File: config.mk
export PLATFORM = sky130hd
export DESIGN_NAME = clint
export DESIGN_NICKNAME = d
export VERILOG_FILES = /design/src/rtl/clint_pkg.sv /design/src/rtl/clint_timer.sv /design/src/rtl/clint.sv
export SDC_FILE = /design/constraint.sdc
export NUM_CORES = 1
export LEC_CHECK = 0
export ABC_AREA = 1
export CORE_ASPECT_RATIO = 0.75
export CORE_UTILIZATION = 49
export DETAILED_ROUTE_END_ITERATION = 12
export MAX_ROUTING_LAYER = met4
export PLACE_DENSITY_LB_ADDON = 0.3
export SETUP_SLACK_MARGIN = 0.05
export SLEW_MARGIN = 20
export SYNTH_ARGS = -nofsm -noshare
export SYNTH_HDL_FRONTEND = slang
export SYNTH_HIERARCHICAL = 1
export SYNTH_SLANG_ARGS = --single-unit
export TNS_END_PERCENT = 5
File: constraint.sdc
create_clock -name clk -period 2.4 [get_ports clk]
set_input_delay 0.6 -clock clk [delete_from_list [all_inputs] [get_ports clk]]
set_output_delay 0.6 -clock clk [all_outputs]
set_load 0.005 [all_outputs]
File: src/rtl/clint_pkg.sv
// Shared definitions for the core-local interruptor and its MMIO requesters.
// Holds the register offsets, the request FSM encoding and bus field widths.
// Also provides the byte-lane merge used by every writable register.
package clint_pkg;

  // MMIO request/response field widths, shared with the LSU-side MMIO arbiter.
  localparam int unsigned CLINT_ADDR_W = 64;
  localparam int unsigned CLINT_DATA_W = 64;
  localparam int unsigned CLINT_STRB_W = CLINT_DATA_W / 8;
  localparam int unsigned CLINT_OFF_W  = 16;

  // Register offsets inside the 64 KiB region; lanes are aligned to 64-bit words.
  localparam logic [CLINT_OFF_W-1:0] CLINT_MSIP_OFF     = 16'h0000;
  localparam logic [CLINT_OFF_W-1:0] CLINT_MTIMECMP_OFF = 16'h4000;
  localparam logic [CLINT_OFF_W-1:0] CLINT_MTIME_OFF    = 16'hBFF8;

  // Request handshake: accept in IDLE, present the response for one cycle in RESP.
  typedef enum logic {
    ST_IDLE = 1'b0,
    ST_RESP = 1'b1
  } clint_state_e;

  // Replace each byte of old_v whose strobe bit is set with the byte from new_v.
  function automatic logic [CLINT_DATA_W-1:0] clint_merge(
    input logic [CLINT_DATA_W-1:0] old_v,
    input logic [CLINT_DATA_W-1:0] new_v,
    input logic [CLINT_STRB_W-1:0] strb
  );
    logic [CLINT_DATA_W-1:0] res;
    res = old_v;
    for (int b = 0; b < int'(CLINT_STRB_W); b++) begin
      if (strb[b]) begin
        res[8*b +: 8] = new_v[8*b +: 8];
      end
    end
    return res;
  endfunction

endpackage

File: src/rtl/clint_timer.sv
// Machine timer: prescaler, free-running mtime, mtimecmp and the pending compare.
// Writes land on the edge they are presented; o_stop follows the registers combinationally.
// No backpressure: write enables are single-cycle strobes from the request FSM.
module clint_timer
  import clint_pkg::*;
#(
  parameter int unsigned TICK_DIV = 1,
  parameter int unsigned TICK_W   = 16
) (
  input  logic                    clk,
  input  logic                    rst,
  input  logic                    i_mtime_we,
  input  logic                    i_mtimecmp_we,
  input  logic [CLINT_DATA_W-1:0] i_wdata,
  input  logic [CLINT_STRB_W-1:0] i_wstrb,
  output logic [CLINT_DATA_W-1:0] o_mtime,
  output logic [CLINT_DATA_W-1:0] o_mtimecmp,
  output logic                    o_stop
);

  localparam logic [TICK_W-1:0] TICK_MAX = TICK_W'(TICK_DIV - 1);

  logic [TICK_W-1:0]       r_tick_cnt;
  logic [CLINT_DATA_W-1:0] r_mtime;
  logic [CLINT_DATA_W-1:0] r_mtimecmp;

  logic                    w_tick;
  logic [CLINT_DATA_W-1:0] w_mtime_inc;
  logic [CLINT_DATA_W-1:0] w_mtime_nxt;
  logic [CLINT_DATA_W-1:0] w_mtimecmp_nxt;

  assign w_tick      = (r_tick_cnt == TICK_MAX);
  // Full 64-bit increment first, so a carry out of unwritten low bytes still
  // reaches the unwritten high bytes; wraps silently at 2^64-1.
  assign w_mtime_inc = r_mtime + {{(CLINT_DATA_W-1){1'b0}}, w_tick};

  // Bus write wins over the increment on written bytes only.
  always_comb begin
    w_mtime_nxt    = w_mtime_inc;
    w_mtimecmp_nxt = r_mtimecmp;
    if (i_mtime_we) begin
      w_mtime_nxt = clint_merge(w_mtime_inc, i_wdata, i_wstrb);
    end
    if (i_mtimecmp_we) begin
      w_mtimecmp_nxt = clint_merge(r_mtimecmp, i_wdata, i_wstrb);
    end
  end

  // Prescaler: counts 0..TICK_DIV-1 and is never disturbed by bus writes.
  always_ff @(posedge clk) begin
    if (rst) begin
      r_tick_cnt <= '0;
    end else if (w_tick) begin
      r_tick_cnt <= '0;
    end else begin
      r_tick_cnt <= r_tick_cnt + TICK_W'(1);
    end
  end

  // Timer registers; mtimecmp resets to all-ones so nothing is pending out of reset.
  always_ff @(posedge clk) begin
    if (rst) begin
      r_mtime    <= '0;
      r_mtimecmp <= '1;
    end else begin
      r_mtime    <= w_mtime_nxt;
      r_mtimecmp <= w_mtimecmp_nxt;
    end
  end

  assign o_mtime    = r_mtime;
  assign o_mtimecmp = r_mtimecmp;
  // Level, unsigned compare; it clears only through a mtimecmp (or mtime) write.
  assign o_stop     = (r_mtime >= r_mtimecmp);

endmodule

File: src/rtl/clint.sv
// Core-local interruptor: MMIO decode for msip, mtimecmp and mtime plus the request FSM.
// Latency: request accepted on the edge it is seen in IDLE, one-cycle response strobe next cycle.
// Backpressure: none; valid seen during the response cycle is ignored, so at most one request per 2 cycles.
module clint
  import clint_pkg::*;
#(
  parameter logic [63:0] BASE     = 64'h0000_0000_0200_0000,
  parameter int unsigned TICK_DIV = 1,
  parameter int unsigned TICK_W   = 16
) (
  input  logic                    clk,
  input  logic                    rst,
  input  logic                    i_clint_valid,
  input  logic                    i_clint_wen,
  input  logic [CLINT_ADDR_W-1:0] i_clint_addr,
  input  logic [CLINT_DATA_W-1:0] i_clint_wdata,
  input  logic [CLINT_STRB_W-1:0] i_clint_wstrb,
  output logic                    o_clint_ready,
  output logic [CLINT_DATA_W-1:0] o_clint_rdata,
  output logic                    o_clint_stop,
  output logic                    o_clint_msip
);

  clint_state_e            r_state;
  logic                    r_ready;
  logic [CLINT_DATA_W-1:0] r_rdata;
  logic                    r_msip;

  logic                    w_hit;
  logic [CLINT_OFF_W-1:0]  w_off;
  logic                    w_sel_msip;
  logic                    w_sel_mtimecmp;
  logic                    w_sel_mtime;
  logic                    w_accept;
  logic                    w_wr;
  logic [CLINT_DATA_W-1:0] w_rd_val;
  logic [CLINT_DATA_W-1:0] w_mtime;
  logic [CLINT_DATA_W-1:0] w_mtimecmp;
  logic                    w_stop;

  // Region hit on the upper address bits; register select needs an exact,
  // word-aligned offset, so 32-bit upper-half accesses fall through as misses.
  assign w_hit          = (i_clint_addr[CLINT_ADDR_W-1:CLINT_OFF_W] == BASE[CLINT_ADDR_W-1:CLINT_OFF_W]);
  assign w_off          = i_clint_addr[CLINT_OFF_W-1:0];
  assign w_sel_msip     = w_hit && (w_off == CLINT_MSIP_OFF);
  assign w_sel_mtimecmp = w_hit && (w_off == CLINT_MTIMECMP_OFF);
  assign w_sel_mtime    = w_hit && (w_off == CLINT_MTIME_OFF);

  assign w_accept = (r_state == ST_IDLE) && i_clint_valid;
  assign w_wr     = w_accept && i_clint_wen;

  clint_timer #(
    .TICK_DIV (TICK_DIV),
    .TICK_W   (TICK_W)
  ) u_timer (
    .clk           (clk),
    .rst           (rst),
    .i_mtime_we    (w_wr && w_sel_mtime),
    .i_mtimecmp_we (w_wr && w_sel_mtimecmp),
    .i_wdata       (i_clint_wdata),
    .i_wstrb       (i_clint_wstrb),
    .o_mtime       (w_mtime),
    .o_mtimecmp    (w_mtimecmp),
    .o_stop        (w_stop)
  );

  // Read mux over the pre-edge register values; unmapped offsets read as zero.
  always_comb begin
    w_rd_val = '0;
    if (w_sel_msip) begin
      w_rd_val = {{(CLINT_DATA_W-1){1'b0}}, r_msip};
    end else if (w_sel_mtimecmp) begin
      w_rd_val = w_mtimecmp;
    end else if (w_sel_mtime) begin
      w_rd_val = w_mtime;
    end
  end

  // Software-interrupt bit: only lane 0, bit 0 is implemented.
  always_ff @(posedge clk) begin
    if (rst) begin
      r_msip <= 1'b0;
    end else if (w_wr && w_sel_msip && i_clint_wstrb[0]) begin
      r_msip <= i_clint_wdata[0];
    end
  end

  // Request FSM with registered response; reset drops any outstanding response.
  always_ff @(posedge clk) begin
    if (rst) begin
      r_state <= ST_IDLE;
      r_ready <= 1'b0;
      r_rdata <= '0;
    end else begin
      case (r_state)
        ST_IDLE: begin
          if (i_clint_valid) begin
            r_state <= ST_RESP;
            r_ready <= 1'b1;
            r_rdata <= i_clint_wen ? '0 : w_rd_val;
          end else begin
            r_ready <= 1'b0;
            r_rdata <= '0;
          end
        end
        ST_RESP: begin
          r_state <= ST_IDLE;
          r_ready <= 1'b0;
          r_rdata <= '0;
        end
        default: begin
          r_state <= ST_IDLE;
          r_ready <= 1'b0;
          r_rdata <= '0;
        end
      endcase
    end
  end

  assign o_clint_ready = r_ready;
  assign o_clint_rdata = r_rdata;
  assign o_clint_stop  = w_stop;
  assign o_clint_msip  = r_msip;

endmodule
; Word-level counts from Yosys, hierarchy flattened
; Index checks and enable logic that the tools add are counted.
[totals]
wordCells = 57
register_bits = 210
[op_classes]
muxes = 17
reduce_logical = 20
add_sub_neg = 2
magnitude_cmp = 1
eq_ne = 3
bitwise = 1
[ops]
columns = cell, n
row1 = two-way mux 64 bit, 6
row2 = case mux 64 bit (2 select lines), 1
row3 = adder 64 x 1 -> 64 bit, 1
row4 = greater-or-equal comparator 64 bit, 1
row5 = two-way mux 8 bit, 8
row6 = "== test 48 x 10 -> 1 bit, second input constant", 1
row7 = zero test 16 bit, 2
row8 = "adder 16 x 1 -> 16 bit, second input constant", 1
row9 = "== test 16 x 15 -> 1 bit, second input constant", 1
row10 = "== test 16 bit, second input constant", 1
row11 = AND reduction 2 bit, 8
row12 = logical AND 1 bit, 9
row13 = case mux 1 bit (2 select lines), 1
row14 = OR reduction 2 bit, 1
row15 = two-way mux 1 bit, 1
row16 = NOT 1 bit, 1

; Depth between registers and ports, before layout
[depth]
ltp_word = 8
mapped_depth = 17

; By module
; Netlist, hierarchy kept.
[modules_own_cells]
columns = module, seq_area_each_um2, instances, area_per_inst_um2, cells_per_inst
row1 = clint_timer, 2882.8, 1, 9312.7, 1445
row2 = clint, 1321.3, 1, 3384.5, 429

; Least setup slack after synthesis
; No wires, ideal clock.
[synth_timing]
kind = input -> register
start = input i_clint_addr[12]
end = register u_timer.r_mtimecmp[10], in the netlist u_timer/o_mtimecmp[10]
setup_slack_ps = -43
arrival_ps = 2304
t_required_ps = 2262
n_path_buf = 3
stages = 10
setup_ps = 138
path_cell_list = or2_1 -> nor2_1 -> nand3_2 -> clkbuf_1 -> nor3_1 -> buf_2 -> nand2_1 -> inv_1 -> clkbuf_1 -> o211ai_1
[synth_via]
elab_chain_cells = 4
[synth_rtl]
columns = item, line_no
row1 = start: declaration, clint.sv:15  ; input logic [CLINT_ADDR_W-1:0] i_clint_addr,
row2 = == test 16 x 15 -> 1 bit, clint.sv:46  ; assign w_sel_mtimecmp = w_hit && (w_off == CLINT_MTIMECMP_OFF);
row3 = logical AND 1 bit, clint.sv:46
row4 = logical AND 1 bit, clint.sv:59  ; .i_mtimecmp_we (w_wr && w_sel_mtimecmp),
row5 = AND reduction 2 bit (no source line), --
row6 = end signal: assignment, clint_timer.sv:67  ; r_mtimecmp <= w_mtimecmp_nxt;
row7 = end: declaration, clint_timer.sv:25  ; logic [CLINT_DATA_W-1:0] r_mtimecmp;
; No other way between the ends.
; A chain may end at the register's enable or synchronous reset.

; Worst setup path after layout
[layout_timing]
start = register u_timer.r_mtime[11], in the netlist u_timer/o_mtime[11]
end = output o_clint_stop
[layout_via]
elab_chain_cells = 1
[layout_rtl]
columns = item, line_no
row1 = start: declaration, clint_timer.sv:24  ; logic [CLINT_DATA_W-1:0] r_mtime;
row2 = start signal: assignment, clint_timer.sv:66  ; r_mtime <= w_mtime_nxt;
row3 = greater-or-equal comparator 64 bit, clint_timer.sv:74  ; assign o_stop = (r_mtime >= r_mtimecmp);
row4 = end: declaration, clint.sv:20  ; output logic o_clint_stop,
; No other way between the ends.

==> results.md <==
- H-tree depth: 1
- RSZ-0062 raised after global routing: yes
- Final setup fails: between 40 and 50
- First-pass GRT wire length: 68500 um
- Fin. Hold Viols: 0
- Cell type with the highest aggregate area in the netlist: dfxtp_1
- Vias in the first global route: about 13000
- Status: finished, violations left
- Row count: 50
- Synth top cells by count: 445 x nand2_1, 284 x inv_1, 259 x nor2_1, 210 x dfxtp_1, 98 x nand4_1
- Final Skew: 0.0143 ns
- Crit path from: u_timer/o_mtime[11]
- Area grow syn2layout: 42.6%
- Dominant synthesized flop cell: dfxtp_1
- Slowest-stage cell, CP: dfxtp_1
- Asr flop ratio synth: 0%
- Crit Path Class: reg2out
- CP Capture Type: primary output
- Mapped Cells: 1874
- Die height: 141 um
- Clk slew on worst S/H paths: 0.06 ns
- Sw power: 1.69 mW
- Crit path largest cell delay: between 0.4 and 0.5 ns
- Average size of a mapped cell: 6.78 um^2
- Max-cap violation count: 0
- Most frequent cell after synthesis: nand2_1
- Synth warn: 6
- Starting density of the core: 50.4%
- CP dominant cell by count: nand2_2
- Worst ir drop on vdd: 455 uV
- Hold buffers post-CTS: 0
- Final Util: ~72%
- Grt total ovfl: 0
- Drt pass-1 iters: 5
- Vias: 14100
- Die width: between 150 and 200 um
- Post-synth cell types: 42
- Hold Crit Start: rst
- Initial antenna violation count: 0
- CTS tree: yes
- Net Count, Synth: 2083
- Worst skew pair latency: between 0.5 and 0.6 ns
- Fin crit share: 118%
- Routed wire per std cell: between 15 and 20 um
- Core Area: 0.0252 mm^2
- Hpwl dp: 32500 um
- Post-placement cell count: 2596
- Placer Congestion: 1.01
- Post-synth top area share: 33.1%
- Worst hold path class: in2reg
- Sw Ratio: 22.6%
- Slew headroom: between 50 and 60%
- Clock sink count: 210
- Final worst path period need: 2.83 ns
- Starting DRC count in detailed routing: 1218
- Synth Register Bits: 210
- Crit path max fanout: 2
- Crit path max-delay family: simple AND/OR/NAND/NOR gates
- DRT antenna net count: 0
- Worst path cell trace: ha_4, nand2_2, inv_2, nand2_2, nand2_2, nand2_1, nand2_2, nor2_2, nand2_2, nand2_1, nand2_1, nand2_1, nand2_2, buf_2
- DRT Wirelength: 43600 um
- Req. time, crit path: 1.80 ns
- Vias per cell: 5.32
- PD cells: 413 mW/mm^2
- # IOs: just over 200
- # port buffers: 206
- Worst-Margin Slew: 0.666 ns
- Layout cells sized above 1: 22.3%
- Number of non-filler instances in the completed layout: between 2000 and 3000
- Largest net degree at the start of global routing: 74
- Fin nets: 2503
- Logic pwr share: 6.4%
- Synth top area cells: dfxtp_1 33%, nand2_1 13%, inv_1 8.4%
- Total track usage: 33.0%
- Leak: ~8.6 nW
- Sequential-to-total area share from yosys stat: 33.1%
- Critical path startpoint category: flop
- Cell Int Power: 5.79 mW
- Failing checks: negative setup slack
- CTS max path bufs: 3
- Register share of total power: between 40% and 50%
- TritonCTS Buffers: 23
- Buf/Inv on CP: 2
- Reg2Reg Launch Point: u_timer/r_tick_cnt[1]
- Max Fclk: 0.354 GHz
- Final worst slack: -0.427 ns
- Synthesized area: 0.0127 mm^2
- Die ar.: roughly 0.027 mm^2
- WP data arrival: between 2 and 2.5 ns
- Slew Limit Fails: 0
- Root buffer cell: clkbuf_16
- Fillers: 2001
- EDFF count, synth: 0
- # diodes: 0
- Clock share of power: between 40 and 50%
- DRC: 0
-- power by group through the flow --
stage	Sequential [mW]	Combinational (mW)	Clock (mW)
finish	3.49	0.480	3.50
global route	3.49	0.515	3.69
global placement	3.57	0.453	0
floorplan	3.57	0.138	0
CTS	3.49	0.469	3.54
detailed placement	3.57	0.460	0
-- state kept, by name, summed over array words and instances (netlist names) --
signal and cells:
u_timer/o_mtime 64, o_clint_msip 1, u_timer/o_mtimecmp 64, o_clint_rdata 64, o_clint_ready 1, u_timer/r_tick_cnt 16
-- worst paths after layout --
| check | end | cells after the start | slack [ns] |
|---|---|---|---|
| max reg2reg | u_timer/o_mtime[42] | 16 | -0.27 |
| max | o_clint_stop | 14 | -0.43 |
| min reg2reg | o_clint_rdata[26] | 2 | 0.47 |
| min | u_timer/r_tick_cnt[8] | 4 | 0.45 |
-- per-stage QoR --
stage	worst slack [ns]	setup TNS, ns	cell area, um^2	power, mW	hold slack [ns]
after floorplan	-0.0425	-0.683	12700	3.71	0.430
after global placement	-0.353	-38.07	16700	4.02	0.448
after detailed placement	-0.421	-50.09	16700	4.03	0.459
after CTS	-0.367	-0.680	17800	7.50	0.438
after global routing	-0.469	-11.96	18100	7.70	0.480
final	-0.427	-5.66	18100	7.48	0.451
-- cell type report --
class | count | area (um^2) | share of cell area (%)
clock buffers | 31 | 626 | 3.46
well taps | 338 | 423 | 2.34
repair buffers | 456 | 4080 | 22.5
flip-flops and latches | 210 | 4220 | 23.3
multi-input cells | 1316 | 7600 | 42.0
clock inverters | 7 | 88.8 | 0.491
inverters | 287 | 1080 | 5.95
-- worst register-to-register path, delay by kind of cell, from the launching register on --
| kind | cells | cell delay (ns) |
|---|---|---|
| compound gates | 1 | 0.15 |
| fa+ha+maj | 3 | 0.42 |
| buf+inv | 3 | 0.28 |
| flops | 1 | 0.33 |
| simple gates | 9 | 1.38 |
-- what timing repair did --
action / 4_1_cts / 5_1_grt
resized for setup: 85 / 82
setup buffers: 5 / 6
setup endpoints to repair: 49 / 71
pin swaps: 34 / 30
-- cells in the final DEF, fill, tap and decap left out, types with 4 or more instances in the layout --
cell type and n:
a21oi_1 63, a21oi_2 66, and2_1 5, buf_12 11, buf_4 236, clkbuf_1 6
clkbuf_16 23, clkdlybuf4s50_1 204, clkinv_2 4, dfxtp_1 200, dfxtp_2 10, ha_1 54
ha_4 15, inv_1 266, inv_2 21, nand2_1 422, nand2_2 37, nand2_4 10
nand3_1 72, nand3_2 13, nand4_1 98, nor2_1 239, nor2_2 19, nor2_4 15
nor3_1 9, nor3_2 7, o211ai_1 61, o21ai_0 29, o21ai_1 19, o21ai_2 4
xnor2_1 15, xor2_1 13
-- per-layer routing --
layer  track usage, %  routed length (um)
met5                -                   0
met4             8.52                 948
met3             6.06                3980
met2             51.5               19200
met1             44.0               19500
-- kinds of logic (layout without fill, tap and decap cells) --
group / after synthesis / after routing / share of synthesized area [%]
adder cells (fa/ha/maj): 69 / 69 / 6.80
XOR/XNOR: 30 / 30 / 2.07
flip-flops: 210 / 210 / 33.1
AO/OA/AOI/OAI: 248 / 248 / 12.9
buffers and inverters: 348 / 781 / 11.4
AND/OR/NAND/NOR: 969 / 969 / 33.7
Power figures use the tool's default switching activity.
